--- src/rtl/hazard_unit_if.sv ---
// Signal bundle between the pipeline datapath/controller and the hazard unit.
// The master drives stage register numbers and control bits; the slave returns stall/flush/forward selects.
interface hazard_unit_if;
  logic [4:0] rsD;
  logic [4:0] rtD;
  logic [4:0] rsE;
  logic [4:0] rtE;
  logic [4:0] writeregE;
  logic [4:0] writeregM;
  logic [4:0] writeregW;
  logic       regwriteE;
  logic       regwriteM;
  logic       regwriteW;
  logic       memtoregE;
  logic       memtoregM;
  logic       branchD;
  logic       div_startE;
  logic       excM;
  logic       stallF;
  logic       stallD;
  logic       stallE;
  logic       stallM;
  logic       stallW;
  logic       flushD;
  logic       flushE;
  logic       flushM;
  logic       flushW;
  logic       forwardAD;
  logic       forwardBD;
  logic [1:0] forwardAE;
  logic [1:0] forwardBE;
  logic       div_busy;
  logic       div_done;

  modport master (
    output rsD, rtD, rsE, rtE, writeregE, writeregM, writeregW,
    output regwriteE, regwriteM, regwriteW, memtoregE, memtoregM,
    output branchD, div_startE, excM,
    input  stallF, stallD, stallE, stallM, stallW,
    input  flushD, flushE, flushM, flushW,
    input  forwardAD, forwardBD, forwardAE, forwardBE, div_busy, div_done
  );

  modport slave (
    input  rsD, rtD, rsE, rtE, writeregE, writeregM, writeregW,
    input  regwriteE, regwriteM, regwriteW, memtoregE, memtoregM,
    input  branchD, div_startE, excM,
    output stallF, stallD, stallE, stallM, stallW,
    output flushD, flushE, flushM, flushW,
    output forwardAD, forwardBD, forwardAE, forwardBE, div_busy, div_done
  );
endinterface

--- src/rtl/hazard_unit.sv ---
// Five-stage pipeline hazard unit: operand forwarding, load-use and branch stalls,
// multi-cycle divide stall sequencing and exception flush.
module hazard_unit #(
  parameter int DIV_CYCLES = 32
) (
  input  logic         clk,
  input  logic         resetn,
  hazard_unit_if.slave hz
);
  localparam logic [5:0] LAST_CNT = 6'(DIV_CYCLES - 1);

  typedef enum logic [0:0] {S_IDLE = 1'b0, S_RUN = 1'b1} div_state_t;

  div_state_t r_state;
  logic [5:0] r_cnt;
  logic       w_lwstall;
  logic       w_branchstall;
  logic       w_divstall;
  logic       w_last;

  // Register 0 is hard-wired, so it never creates a dependency.
  function automatic logic dep(input logic [4:0] src, input logic [4:0] dst);
    return (src != 5'd0) && (src == dst);
  endfunction

  function automatic logic [1:0] fwd_sel(input logic [4:0] src,
                                         input logic rw_m, input logic [4:0] dst_m,
                                         input logic rw_w, input logic [4:0] dst_w);
    logic [1:0] sel;
    sel = 2'b00;
    if (rw_m && dep(src, dst_m)) begin
      sel = 2'b10;
    end else if (rw_w && dep(src, dst_w)) begin
      sel = 2'b01;
    end else begin
      sel = 2'b00;
    end
    return sel;
  endfunction

  // Hazard detection terms
  always_comb begin
    w_last        = (r_state == S_RUN) && (r_cnt == LAST_CNT);
    w_lwstall     = hz.memtoregE & (dep(hz.rsD, hz.writeregE) | dep(hz.rtD, hz.writeregE));
    w_branchstall = hz.branchD &
                    ((hz.regwriteE & (dep(hz.rsD, hz.writeregE) | dep(hz.rtD, hz.writeregE))) |
                     (hz.memtoregM & (dep(hz.rsD, hz.writeregM) | dep(hz.rtD, hz.writeregM))));
    w_divstall    = ((r_state == S_IDLE) && hz.div_startE) ||
                    ((r_state == S_RUN) && (r_cnt != LAST_CNT));
  end

  // Stall, flush and forward selects
  always_comb begin
    hz.stallF    = 1'b0;
    hz.stallD    = 1'b0;
    hz.stallE    = 1'b0;
    hz.stallM    = 1'b0;
    hz.stallW    = 1'b0;
    hz.flushD    = 1'b0;
    hz.flushE    = 1'b0;
    hz.flushM    = 1'b0;
    hz.flushW    = 1'b0;
    hz.forwardAE = fwd_sel(hz.rsE, hz.regwriteM, hz.writeregM, hz.regwriteW, hz.writeregW);
    hz.forwardBE = fwd_sel(hz.rtE, hz.regwriteM, hz.writeregM, hz.regwriteW, hz.writeregW);
    hz.forwardAD = hz.regwriteM & dep(hz.rsD, hz.writeregM);
    hz.forwardBD = hz.regwriteM & dep(hz.rtD, hz.writeregM);
    hz.div_busy  = (r_state == S_RUN);
    hz.div_done  = w_last;
    if (hz.excM) begin
      hz.flushD = 1'b1;
      hz.flushE = 1'b1;
      hz.flushM = 1'b1;
      hz.flushW = 1'b1;
    end else begin
      // A divide holds E itself, so no bubble is pushed into E while it runs.
      hz.stallF = w_lwstall | w_branchstall | w_divstall;
      hz.stallD = w_lwstall | w_branchstall | w_divstall;
      hz.stallE = w_divstall;
      hz.flushE = (w_lwstall | w_branchstall) & ~w_divstall;
      hz.flushM = w_divstall;
    end
  end

  // Divide sequencer: IDLE -> RUN for DIV_CYCLES cycles, aborted by an exception
  always_ff @(posedge clk or negedge resetn) begin
    if (!resetn) begin
      r_state <= S_IDLE;
      r_cnt   <= 6'd0;
    end else if (hz.excM) begin
      r_state <= S_IDLE;
      r_cnt   <= 6'd0;
    end else begin
      case (r_state)
        S_IDLE: begin
          r_state <= hz.div_startE ? S_RUN : S_IDLE;
          r_cnt   <= 6'd0;
        end
        S_RUN: begin
          if (r_cnt == LAST_CNT) begin
            r_state <= S_IDLE;
            r_cnt   <= 6'd0;
          end else begin
            r_state <= S_RUN;
            r_cnt   <= r_cnt + 6'd1;
          end
        end
        default: begin
          r_state <= S_IDLE;
          r_cnt   <= 6'd0;
        end
      endcase
    end
  end
endmodule

--- src/flat_wrapper.sv ---
// flat-port wrapper written by rule: the top's interface ports become plain ports
module hazard_unit_flat 
#(
  parameter int DIV_CYCLES = 32
)
  (clk, resetn, hz_rsD, hz_rtD, hz_rsE, hz_rtE, hz_writeregE, hz_writeregM, hz_writeregW, hz_regwriteE, hz_regwriteM, hz_regwriteW, hz_memtoregE, hz_memtoregM, hz_branchD, hz_div_startE, hz_excM, hz_stallF, hz_stallD, hz_stallE, hz_stallM, hz_stallW, hz_flushD, hz_flushE, hz_flushM, hz_flushW, hz_forwardAD, hz_forwardBD, hz_forwardAE, hz_forwardBE, hz_div_busy, hz_div_done);
  hazard_unit_if hz_i ();
  input  logic clk;
  input  logic resetn;
  input wire logic [$bits(hz_i.rsD)-1:0] hz_rsD;
  input wire logic [$bits(hz_i.rtD)-1:0] hz_rtD;
  input wire logic [$bits(hz_i.rsE)-1:0] hz_rsE;
  input wire logic [$bits(hz_i.rtE)-1:0] hz_rtE;
  input wire logic [$bits(hz_i.writeregE)-1:0] hz_writeregE;
  input wire logic [$bits(hz_i.writeregM)-1:0] hz_writeregM;
  input wire logic [$bits(hz_i.writeregW)-1:0] hz_writeregW;
  input wire logic [$bits(hz_i.regwriteE)-1:0] hz_regwriteE;
  input wire logic [$bits(hz_i.regwriteM)-1:0] hz_regwriteM;
  input wire logic [$bits(hz_i.regwriteW)-1:0] hz_regwriteW;
  input wire logic [$bits(hz_i.memtoregE)-1:0] hz_memtoregE;
  input wire logic [$bits(hz_i.memtoregM)-1:0] hz_memtoregM;
  input wire logic [$bits(hz_i.branchD)-1:0] hz_branchD;
  input wire logic [$bits(hz_i.div_startE)-1:0] hz_div_startE;
  input wire logic [$bits(hz_i.excM)-1:0] hz_excM;
  output wire logic [$bits(hz_i.stallF)-1:0] hz_stallF;
  output wire logic [$bits(hz_i.stallD)-1:0] hz_stallD;
  output wire logic [$bits(hz_i.stallE)-1:0] hz_stallE;
  output wire logic [$bits(hz_i.stallM)-1:0] hz_stallM;
  output wire logic [$bits(hz_i.stallW)-1:0] hz_stallW;
  output wire logic [$bits(hz_i.flushD)-1:0] hz_flushD;
  output wire logic [$bits(hz_i.flushE)-1:0] hz_flushE;
  output wire logic [$bits(hz_i.flushM)-1:0] hz_flushM;
  output wire logic [$bits(hz_i.flushW)-1:0] hz_flushW;
  output wire logic [$bits(hz_i.forwardAD)-1:0] hz_forwardAD;
  output wire logic [$bits(hz_i.forwardBD)-1:0] hz_forwardBD;
  output wire logic [$bits(hz_i.forwardAE)-1:0] hz_forwardAE;
  output wire logic [$bits(hz_i.forwardBE)-1:0] hz_forwardBE;
  output wire logic [$bits(hz_i.div_busy)-1:0] hz_div_busy;
  output wire logic [$bits(hz_i.div_done)-1:0] hz_div_done;
  assign hz_i.rsD = hz_rsD;
  assign hz_i.rtD = hz_rtD;
  assign hz_i.rsE = hz_rsE;
  assign hz_i.rtE = hz_rtE;
  assign hz_i.writeregE = hz_writeregE;
  assign hz_i.writeregM = hz_writeregM;
  assign hz_i.writeregW = hz_writeregW;
  assign hz_i.regwriteE = hz_regwriteE;
  assign hz_i.regwriteM = hz_regwriteM;
  assign hz_i.regwriteW = hz_regwriteW;
  assign hz_i.memtoregE = hz_memtoregE;
  assign hz_i.memtoregM = hz_memtoregM;
  assign hz_i.branchD = hz_branchD;
  assign hz_i.div_startE = hz_div_startE;
  assign hz_i.excM = hz_excM;
  assign hz_stallF = hz_i.stallF;
  assign hz_stallD = hz_i.stallD;
  assign hz_stallE = hz_i.stallE;
  assign hz_stallM = hz_i.stallM;
  assign hz_stallW = hz_i.stallW;
  assign hz_flushD = hz_i.flushD;
  assign hz_flushE = hz_i.flushE;
  assign hz_flushM = hz_i.flushM;
  assign hz_flushW = hz_i.flushW;
  assign hz_forwardAD = hz_i.forwardAD;
  assign hz_forwardBD = hz_i.forwardBD;
  assign hz_forwardAE = hz_i.forwardAE;
  assign hz_forwardBE = hz_i.forwardBE;
  assign hz_div_busy = hz_i.div_busy;
  assign hz_div_done = hz_i.div_done;
  hazard_unit #(.DIV_CYCLES(DIV_CYCLES)) u_core (.clk(clk), .resetn(resetn), .hz(hz_i));
endmodule
--- config.mk ---
export PLATFORM = sky130hd
export DESIGN_NAME = hazard_unit_flat
export DESIGN_NICKNAME = d
export VERILOG_FILES = /design/src/rtl/hazard_unit_if.sv /design/src/rtl/hazard_unit.sv /design/src/flat_wrapper.sv
export SDC_FILE = /design/constraint.sdc
export NUM_CORES = 1
export LEC_CHECK = 0
export BUFFER_PORTS_ARGS = -buffer_cell sky130_fd_sc_hd__buf_2
export CAP_MARGIN = 10
export CORE_MARGIN = 1
export CORE_UTILIZATION = 30
export DETAILED_ROUTE_END_ITERATION = 10
export HOLD_SLACK_MARGIN = 0.06
export PLACE_DENSITY = 0.66
export SLEW_MARGIN = 5
export SYNTH_ARGS = -nofsm -noshare
export SYNTH_HDL_FRONTEND = slang
export SYNTH_SLANG_ARGS = --single-unit
--- constraint.sdc ---
create_clock -name clk -period 4 [get_ports clk]
set_input_delay 0.4 -clock clk [delete_from_list [all_inputs] [get_ports clk]]
set_output_delay 0.4 -clock clk [all_outputs]
set_load 0.01 [all_outputs]
==> impl_results.md <==
- WP data arrival: 1.90 ns
- Worst path slowest cell: or4_4
- WP data required: 3.60 ns
- Worst reg2reg path depth: 5
- Worst hold endpoint: u_core.hz.div_busy
- Count leader, synth: xnor2_1
- Hold Path Class: in -> reg
- Initial core utilization: 32.68%
- Total core area: between 0.002 and 0.003 sq mm
- Worst vdd rail ir drop: around 60 uV
- Post-synth top area share: 28.19%
- Gp weighted congestion: between 0.8 and 0.9
- Die height: 57.74 um
- Clock transition at path regs: about 0.050 ns
- Cell taking the most area after synthesis: xnor2_1
- Synth Flop Type: dfrtp_1
- Vias: 988
- Ant. Diodes: 0
- Clock sink total: 7
- Post-synth EDFFs: 0
- Setup crit start: hz_rtD[0]
- Cell mode on critical path: buf_2
- Global router's overall resource usage: ~14%
- DR iter-0 viols: 43
- Final setup viols: 0
- Sequential area share after synthesis: a little under a fifth
- Synthesis-to-layout area growth: 36.24%
- Cells after Synth: approximately 120
- Final min period: 2.304 ns
- Failing checks: design-rule violations
- Critical path's top delay family: simple AND/OR/NAND/NOR gates
- WP depth: 7
- Tcrit/Tclk final: between 50% and 60%
- Worst-Skew Late Latency: 0.25 ns
- R2r setup slk: roughly 2.6 ns
- Top post-synthesis cells by area: xnor2_1 (28%), dfrtp_1 (19%), xor2_1 (13%), nor2_1 (6.0%), buf_4 (4.0%)
- Worst r2r src: u_core.r_cnt[0]
- Post-synthesis cell area: 932.1 sq um
- CTS max path bufs: 2
- Fraction of layout cells with a size suffix above 1: approximately 38%
- Drc violations: 2
- Drt pass-1 iters: 7
- Vias per Instance: around 4.8
- Post-synth ARST share: 100.0%
- Skew final: ~0.0014 ns
- First-pass GRT wire length: between 3000 and 4000 um
- Nets: between 200 and 250
- Crit path buf inv count: 2
- Post-CTS resize count: 0
- Inserted Clock Buffers: 3
- Non-filler instance count after layout: between 200 and 250
- WS Path Type: in -> out
- Max_cap viols: 0
- Power Density: about 190 mW/mm^2
- Final Slew Violations: 0
- I/O Buffers: 59
- Row count: 19
- Initial antenna violation count: 0
- Area of the die: between 0.003 and 0.004 sq mm
- Critical Path Max Stage Delay: approximately 0.53 ns
- Commonest cells in the netlist: xnor2_1 (30), nor2_1 (15), xor2_1 (14)
- CP cell instances: buf_2 > or4_4 > nor2_2 > nor4_1 > or2_1 > a221o_1 > buf_2
- Placed insts: about 200
- Synth Register Bits: 7
- Fin util: about 45%
- YS warnings: 0
- Post-synthesis area per instance: about 8 sq um
- Worst hold start: hz_excM
- Post-DP HPWL: roughly 2000 um
- Unrepaired setup endpoints after global routing: no
- Die W: around 58 um
- Setup TNS: 0 ns
- Vias in the first global route: 936
- Crit Reg-Reg Endpoint: u_core.hz.div_busy
- Clk root buf: clkbuf_4
- CP Capture Type: output port
- Crit path max fanout: 3
- DRT antenna net count: 0
- P_leak: 0.5849 nW
- # IOs: 62
- F_max: around 430 MHz
- Hold Vio Cnt, Final: 0
- Startpoint class of the critical path: primary input
- Drt wl/cell: around 11 um
- Status: finished with violations
- Hold Path Stages: 2
- Global route overflow: 0
- Synth cell types: 25
- Htree depth: 1
- CTS tree: yes
- Largest net degree at the start of global routing: 9
- Final wirelength: between 2000 and 2500 um
-- worst max path at each step --
stage and endpoint:
2_1_floorplan hz_stallF, 3_3_place_gp hz_stallF, 3_5_place_dp hz_stallF, 4_1_cts hz_stallF, 5_1_grt hz_flushE, 6_report hz_stallF
-- power breakdown --
part	internal, mW	leakage [nW]	total, mW	switching [mW]
registers	0.0723	0.0957	0.0736	0.00131
logic	0.0517	0.472	0.102	0.0507
clock network	0.0366	0.0177	0.0640	0.0275
-- layout by cell type, fill, tap and decap left out, types with 2 or more instances in the layout --
cell	instances
and2_1	2
conb_1	2
dfrtp_1	7
xor2_1	14
nor2_1	15
nand4_1	5
a221o_1	2
or4_1	2
clkbuf_4	3
nand3_1	4
a21oi_1	2
nor3_1	5
nor4_1	5
buf_2	59
or2_2	2
nand2_1	7
xnor2_1	30
-- per-layer routing --
metal  part of all wire (%)  GRT usage [%]  vias up
met3                    7.1          2.679        0
met5                      0              0        -
met4                      0          2.041        0
li1                       -              -      509
met1                     44          17.70      431
met2                     49          24.92       48
-- registers in the layout (all words and copies together), names as in the netlist --
| signal | count |
|---|---|
| u_core.r_cnt | 6 |
| u_core.hz.div_busy | 1 |
-- logic make-up after synthesis --
| family | count (synthesis) | share of synthesized area (%) |
|---|---|---|
| AOI/OAI and AO/OA | 5 | 4.027 |
| and+or+nand+nor | 53 | 29.66 |
| xor gates and xnor gates | 44 | 41.34 |
| adders and majority gates | 1 | 1.342 |
| DFF | 7 | 18.79 |
| buffers and inverters | 6 | 4.430 |
| other | 1 | 0.4023 |
-- final cells by class --
type / count / area, sq um
clock inverters: 1 / 5.005
inverters: 1 / 3.754
multi-input cells: 105 / 719.4
repair buffers: 60 / 305.3
flip-flops and latches: 7 / 175.2
clock buffers: 3 / 22.52
fillers: 316 / 1583
well taps: 31 / 38.79
-- stage by stage --
stage	worst slack [ns]	power [mW]	hold WS, ns	cell area [sq um]
2_1_floorplan	1.798	0.1307	0.1044	935.9
3_3_place_gp	1.698	0.1771	0.2373	1232
5_1_grt	1.588	0.2608	0.4644	1270
4_1_cts	1.693	0.2456	0.4473	1270
3_5_place_dp	1.691	0.1780	0.2379	1232
6_report	1.696	0.2401	0.4463	1270
-- what timing repair did --
item,CTS,global route
setup buffers,0,0
endpoints found under the hold margin,7,0
hold buffers,1,0
Note: power is estimated with default switching activity, not from simulation.
